[src/rtl/uart_tx_drain.sv]
// Drains the DMA UART TX circular buffer onto the serial line as 8N1 frames.
// Owns the buffer pointers and fill level; bytes arrive through a combinational read port.
module uart_tx_drain #(
  parameter int CLKS_PER_BIT = 234,
  parameter int ADDR_W       = 4
) (
  input  logic              clk,
  input  logic              reset,
  input  logic              push,
  input  logic              tx_en,
  input  logic [7:0]        rd_data,
  output logic [ADDR_W-1:0] wr_addr,
  output logic [ADDR_W-1:0] rd_addr,
  output logic [ADDR_W:0]   level,
  output logic              empty,
  output logic              full,
  output logic              overflow,
  output logic              busy,
  output logic              uart_tx
);

  localparam int                DEPTH      = 1 << ADDR_W;
  localparam int                BAUD_W     = $clog2(CLKS_PER_BIT);
  localparam logic [BAUD_W-1:0] BAUD_LAST  = BAUD_W'(CLKS_PER_BIT - 1);
  localparam logic [BAUD_W-1:0] BAUD_ONE   = 1;
  localparam logic [ADDR_W:0]   LEVEL_FULL = (ADDR_W + 1)'(DEPTH);
  localparam logic [ADDR_W:0]   LEVEL_ONE  = 1;
  localparam logic [ADDR_W-1:0] ADDR_ONE   = 1;

  typedef enum logic [1:0] {IDLE, START, DATA, STOP} state_t;

  state_t            state_q, state_d;
  logic [BAUD_W-1:0] baud_q, baud_d;
  logic [2:0]        bit_q, bit_d;
  logic [7:0]        shift_q;
  logic              pop;
  logic              accept;
  logic              baud_done;

  assign baud_done = (baud_q == BAUD_LAST);
  // A full buffer still takes a push when a pop frees a slot on the same edge.
  assign accept    = push && (!full || pop);
  assign empty     = (level == '0);
  assign full      = (level == LEVEL_FULL);
  assign busy      = (state_q != IDLE);

  always_comb begin
    state_d = state_q;
    baud_d  = baud_q + BAUD_ONE;
    bit_d   = bit_q;
    pop     = 1'b0;
    case (state_q)
      IDLE: begin
        baud_d = '0;
        if (!empty && tx_en) begin
          pop     = 1'b1;
          state_d = START;
        end
      end
      START: begin
        if (baud_done) begin
          baud_d  = '0;
          bit_d   = 3'd0;
          state_d = DATA;
        end
      end
      DATA: begin
        if (baud_done) begin
          baud_d = '0;
          bit_d  = bit_q + 3'd1;
          if (bit_q == 3'd7) state_d = STOP;
        end
      end
      STOP: begin
        if (baud_done) begin
          baud_d = '0;
          // Chain straight into the next start bit so back-to-back frames have no idle gap.
          if (!empty && tx_en) begin
            pop     = 1'b1;
            state_d = START;
          end else begin
            state_d = IDLE;
          end
        end
      end
      default: begin
        state_d = IDLE;
        baud_d  = '0;
      end
    endcase
  end

  always_comb begin
    uart_tx = 1'b1;
    if (state_q == START)     uart_tx = 1'b0;
    else if (state_q == DATA) uart_tx = shift_q[0];
  end

  always_ff @(posedge clk or posedge reset) begin
    if (reset) begin
      state_q <= IDLE;
      baud_q  <= '0;
      bit_q   <= '0;
    end else begin
      state_q <= state_d;
      baud_q  <= baud_d;
      bit_q   <= bit_d;
    end
  end

  always_ff @(posedge clk or posedge reset) begin
    if (reset) begin
      wr_addr  <= '0;
      rd_addr  <= '0;
      level    <= '0;
      overflow <= 1'b0;
    end else begin
      if (accept) wr_addr <= wr_addr + ADDR_ONE;
      if (pop)    rd_addr <= rd_addr + ADDR_ONE;
      if (push && !accept) overflow <= 1'b1;
      case ({accept, pop})
        2'b10:   level <= level + LEVEL_ONE;
        2'b01:   level <= level - LEVEL_ONE;
        default: level <= level;
      endcase
    end
  end

  // Shift register is pure datapath; its contents only matter after a pop loads it.
  always_ff @(posedge clk) begin
    if (pop)                           shift_q <= rd_data;
    else if (state_q == DATA && baud_done) shift_q <= {1'b0, shift_q[7:1]};
  end

endmodule

[config.mk]
export PLATFORM = sky130hd
export DESIGN_NAME = uart_tx_drain
export DESIGN_NICKNAME = d
export VERILOG_FILES = /design/src/rtl/uart_tx_drain.sv
export SDC_FILE = /design/constraint.sdc
export NUM_CORES = 1
export LEC_CHECK = 0
export ABC_AREA = 0
export BUFFER_PORTS_ARGS = -buffer_cell sky130_fd_sc_hd__buf_2
export CAP_MARGIN = 25
export CORE_MARGIN = 4
export CORE_UTILIZATION = 60
export CTS_CLUSTER_DIAMETER = 120
export DETAILED_ROUTE_END_ITERATION = 8
export PLACE_DENSITY_LB_ADDON = 0.25
export SLEW_MARGIN = 20
export SYNTH_ARGS = -nofsm -noshare
export SYNTH_HDL_FRONTEND = slang
export SYNTH_SLANG_ARGS = --single-unit
[constraint.sdc]
create_clock -name clk -period 6.2 [get_ports clk]
set_input_delay 0.62 -clock clk [delete_from_list [all_inputs] [get_ports clk]]
set_output_delay 0.62 -clock clk [all_outputs]
set_load 0.005 [all_outputs]
* After elaboration in Yosys (flattened, before gate mapping)
Index checks and enable logic that the tools add are counted.
** Word-level totals
- Memories kept :: 0
- Bits in writable memories :: 0
- Latch bits :: 0
- Word-level logic and storage cells :: 64
- Input port bits :: 12
- Memory bits (read-only) :: 0
- Bits in registers :: 35
** Operators by class
- Reduce and logical (&&, ||, !) cells :: 17
- Bitwise gates (word level) :: 0
- Multipliers :: 0
- Multiplexer cells :: 20
- $lt $le $gt $ge :: 0
- Shift operators :: 0
- Eq/ne operators :: 13
- Divide/modulo/power cells :: 0
- Add/subtract/negate cells :: 6
** Operators with widths (count)
- $mux W8 :: 3
- $pmux W8 S2 :: 1
- $mux W2 :: 5
- $ne A2 B2 Y1 const B :: 5
- $pmux W5 S2 :: 1
- $add A4 B1 Y4 const B :: 2
- $add A8 B1 Y8 const B :: 1
- $eq A8 B8 Y1 const B :: 1
- $pmux W2 S4 :: 1
- $reduce_bool A2 Y1 :: 4
- $eq A2 B2 Y1 const B :: 3
- $mux W3 :: 2
- $pmux W3 S2 :: 1
- $add A5 B1 Y5 const B :: 1
- $eq A5 B5 Y1 const B :: 1
- $logic_not A5 Y1 :: 1
- $mux W1 :: 5
- $reduce_and A5 Y1 :: 1
- $sub A5 B1 Y5 const B :: 1
- $eq A2 B1 Y1 const B :: 2
- $logic_and A1 B1 Y1 :: 4
- $add A3 B1 Y3 const B :: 1
- $eq A3 B3 Y1 const B :: 1
- $logic_not A1 Y1 :: 3
- 5 further kinds :: 5

* Longest topological paths before layout
- Depth in word-level cells :: 10
- Depth in mapped cells :: 13

* Least setup slack after synthesis
Ideal clock, no wire load.
- Kind :: register -> register
- From :: register level[1]
- To :: register level[4]
- Setup slack :: 3288 ps
- Data arrival time :: 2832 ps
- Data required time :: 6121 ps
- Setup time :: 79 ps
- Cell stages (with the launch flop) :: 13
- Clock period less this slack :: 2912 ps
- Cell sequence :: dfrtp_1 or4_4 o21ai_4 or3_1 buf_6 buf_2 nor2_1 fa_1 a21o_1 a21oi_1 nand2b_1 o22ai_2 xor2_1
** Between the ends
- Cells in the longest elaborated chain, start to end :: 10
** Ends and longest elaborated chain
- start, declared :: line 14 : output logic [ADDR_W:0] level,
- start signal, assigned :: line 122 : 2'b10: level <= level + LEVEL_ONE;
- start signal, assigned :: line 123 : 2'b01: level <= level - LEVEL_ONE;
- start signal, assigned :: line 124 : default: level <= level;
- $logic_not A5 Y1 :: line 43 : assign empty = (level == '0);
- $logic_not A1 Y1 :: line 55, 78
- $logic_and A1 B1 Y1 :: line 55, 78
- $mux W1 :: line 55, 78
- $mux W1 :: line 75 : if (baud_done) begin
- $pmux W1 S2 :: line 52 : case (state_q)
- $logic_or A1 B1 Y1 :: line 42 : assign accept = push && (!full || pop);
- $logic_and A1 B1 Y1 :: line 42
- $eq A2 B1 Y1 / $eq A2 B2 Y1 (equally long branches) :: line 121 : case ({accept, pop})
- $pmux W5 S2 / $reduce_bool A2 Y1 (equally long branches)
Several ways; a longest one is shown, not always the timed one.
A chain may end at the register's enable or synchronous reset.

* Worst setup path in the final report
Same ends and word-level chain as after synthesis.

==> results.sh <==
export IMPL_cts_htree_levels=2
export IMPL_synth_avg_cell_area_sq_um=10.9
export IMPL_crit_arrival_ns=3.68
export IMPL_synth_nets=198
export IMPL_drv_cap=0
export IMPL_finClkSkew_ns=0.00765
export IMPL_path_class="register to register"
export IMPL_wl_microns=3430
export IMPL_postSynth_asyncResetShare=0.771
export IMPL_fillers=214
export IMPL_crit_required_ns=6.47
export IMPL_outcome="complete, no violations"
export IMPL_grt_pass1_wl_microns=6110
export IMPL_fin_tns_setup_ns=0
export IMPL_tightest_slew_ns=0.627
export IMPL_yosys_cell_count_top_type="nand2_1"
export IMPL_layout_drive_gt1_share=0.221
export IMPL_utilization=0.732
export IMPL_via_per_inst=5.64
export IMPL_root_buffer="clkbuf_4"
export IMPL_hold_slack_ns=0.214
export IMPL_initialDrtViolationCount=60
export IMPL_hold_viol=0
export IMPL_hpwl_microns=2600
export IMPL_post_cts_buffers=0
export IMPL_final_max_slew_viol_count=0
export IMPL_port_buffers=29
export IMPL_synth_ff_type="dfrtp_1"
export IMPL_clk_latency_ns=0.34
export IMPL_track_usage=0.195
export IMPL_yosys_top_cells_count="30 x nand2_1, 27 x dfrtp_1, 14 x ha_1"
export IMPL_fp_dieArea_sq_um=4050
export IMPL_ant_nets=0
export IMPL_finalSetupViolCount=0
export IMPL_hold_path_class="input pin to async pin"
export IMPL_critPathLaunchType="register"
export IMPL_fp_dieW_microns=63.7
export IMPL_cts_buffer_depth=2
export IMPL_pre_cts_slack_ns=2.82
export IMPL_ys_warn_count=0
export IMPL_synth_seq_cells=35
export IMPL_multi_input_area_sq_um=880
export IMPL_io_pins=30
export IMPL_power_density_nw_per_um2=264
export IMPL_firstDrtPassIters=4
export IMPL_synth_top_area_share=0.364
export IMPL_power_leakage_nw=1.01
export IMPL_cts_made_buffers=5
export IMPL_overflow=0
export IMPL_antenna_found_initial=0
export IMPL_fin_nets=230
export IMPL_seqCellArea_sq_um=916
export IMPL_fp_coreArea_sq_um=2850
export IMPL_irDropWorstVdd_mv=0.209
export IMPL_finalCritPeriodShare=0.550
export IMPL_cts_resized=0
export IMPL_routedWlPerCell_microns=14.6
export IMPL_ys_types=46
export IMPL_synthCells=171
export IMPL_min_period_ns=3.41
export IMPL_row_count=19
export IMPL_endpoint_kind="register"
export IMPL_synth_edf_count=8
export IMPL_cts_tree="built"
export IMPL_syn2layout_area_growth_pct=12.5
export IMPL_clock_sinks=35
export IMPL_vias=1326
export IMPL_diodes=0
export IMPL_maxClockFrequency_mhz=293
export IMPL_die_y_microns=63.7
export IMPL_slew_headroom=0.581
export IMPL_rsz0062_at_grt="no"
export IMPL_synth_area_sq_um=1860
export IMPL_floorplan_initialDensity=0.651
export IMPL_grt_max_degree=28
export IMPL_seq_area_frac_synth=0.493
export IMPL_postCtsHoldBufs=0
export IMPL_finalWorstSetupSlack_ns=2.79
export IMPL_drc=0
export IMPL_path_clk_slew_ns=0.10
export IMPL_grt_pass1_vias=1368
export IMPL_place_congestion=0.917
export IMPL_synth_top_area_cell="dfrtp_1"
export IMPL_path_max_fanout=16
export IMPL_synth_area_leaders="dfrtp_1 36%, edfxtp_1 13%, ha_1 9.4%"
==> sequential cells by signal (all words and copies together), names as in the netlist <==
| register | flops |
|---|---|
| baud_q | 8 |
| overflow | 1 |
| rd_addr | 4 |
| shift_q | 8 |
| wr_addr | 4 |
| state_q | 2 |
| bit_q | 3 |
| level | 5 |
==> stage by stage <==
stage	instances	area (sq um)	power, mW
final	235	2090	0.551
after global routing	235	2090	0.594
after CTS	234	2060	0.553
after detailed placement	226	2010	0.441
after global placement	226	2010	0.430
after floorplan	171	1860	0.382
==> per-layer routing <==
layer	GRT usage	vias up	wire length, microns
met2	0.322	37	1710
met3	0.0604	12	148
met4	0.0782	0	90
met5	0	-	0
met1	0.236	618	1480
li1	-	659	-
==> layout make-up <==
type	count	share of cell area
Timing Repair Buffer	30	0.0826
Clock buffer	6	0.0198
Tap cell	31	0.0186
Inverter	9	0.0162
Multi-Input combinational cell	122	0.421
Clock inverter	2	0.00359
Sequential cell	35	0.438
==> final timing paths <==
kind | startpoint | endpoint | slack [ns] | cells after the start
max | level[1]$_DFFE_PP0P_ | level[4]$_DFFE_PP0P_ | 2.79 | 10
min reg2reg | wr_addr[3]$_DFFE_PP0P_ | wr_addr[3]$_DFFE_PP0P_ | 0.47 | 1
max in group asynchronous | reset | wr_addr[1]$_DFFE_PP0P_ | 5.60 | 3
max reg2reg | level[1]$_DFFE_PP0P_ | level[4]$_DFFE_PP0P_ | 2.79 | 10
min | reset | bit_q[0]$_DFFE_PP0P_ | 0.21 | 2
min in group clk | wr_addr[3]$_DFFE_PP0P_ | wr_addr[3]$_DFFE_PP0P_ | 0.47 | 1
==> power by group <==
part           total, mW  switching [mW]  internal (mW)
clock network      0.114          0.0718         0.0420
logic              0.135          0.0621         0.0734
registers          0.302          0.0385          0.264
==> worst max-delay path: stages (launching register included) <==
cell	delay, ns
dfrtp_1	0.46
or4_4	0.59
o21ai_4	0.22
or3_1	0.53
nor2_1	0.22
fa_1	0.45
a21o_1	0.18
a21oi_1	0.25
nand2b_1	0.13
o22ai_2	0.14
xor2_1	0.17
==> cells in the final DEF, fill, tap and decap left out, types with 7 or more instances in the layout <==
cell / instances
ha_1: 14
dfrtp_1: 27
xnor2_1: 9
edfxtp_1: 8
buf_2: 29
inv_1: 8
nand2_1: 30
nor2_1: 10
xor2_1: 7
==> cells by family after synthesis <==
kind of cell,Yosys count,synth area share
adder cells (fa/ha/maj),15,0.105
multiplexers,3,0.0175
AO/OA/AOI/OAI,27,0.118
flip-flops,35,0.493
XOR/XNOR,16,0.0754
buffers and inverters,14,0.0337
AND/OR/NAND/NOR,61,0.158
(Power assumes the default switching activity.)
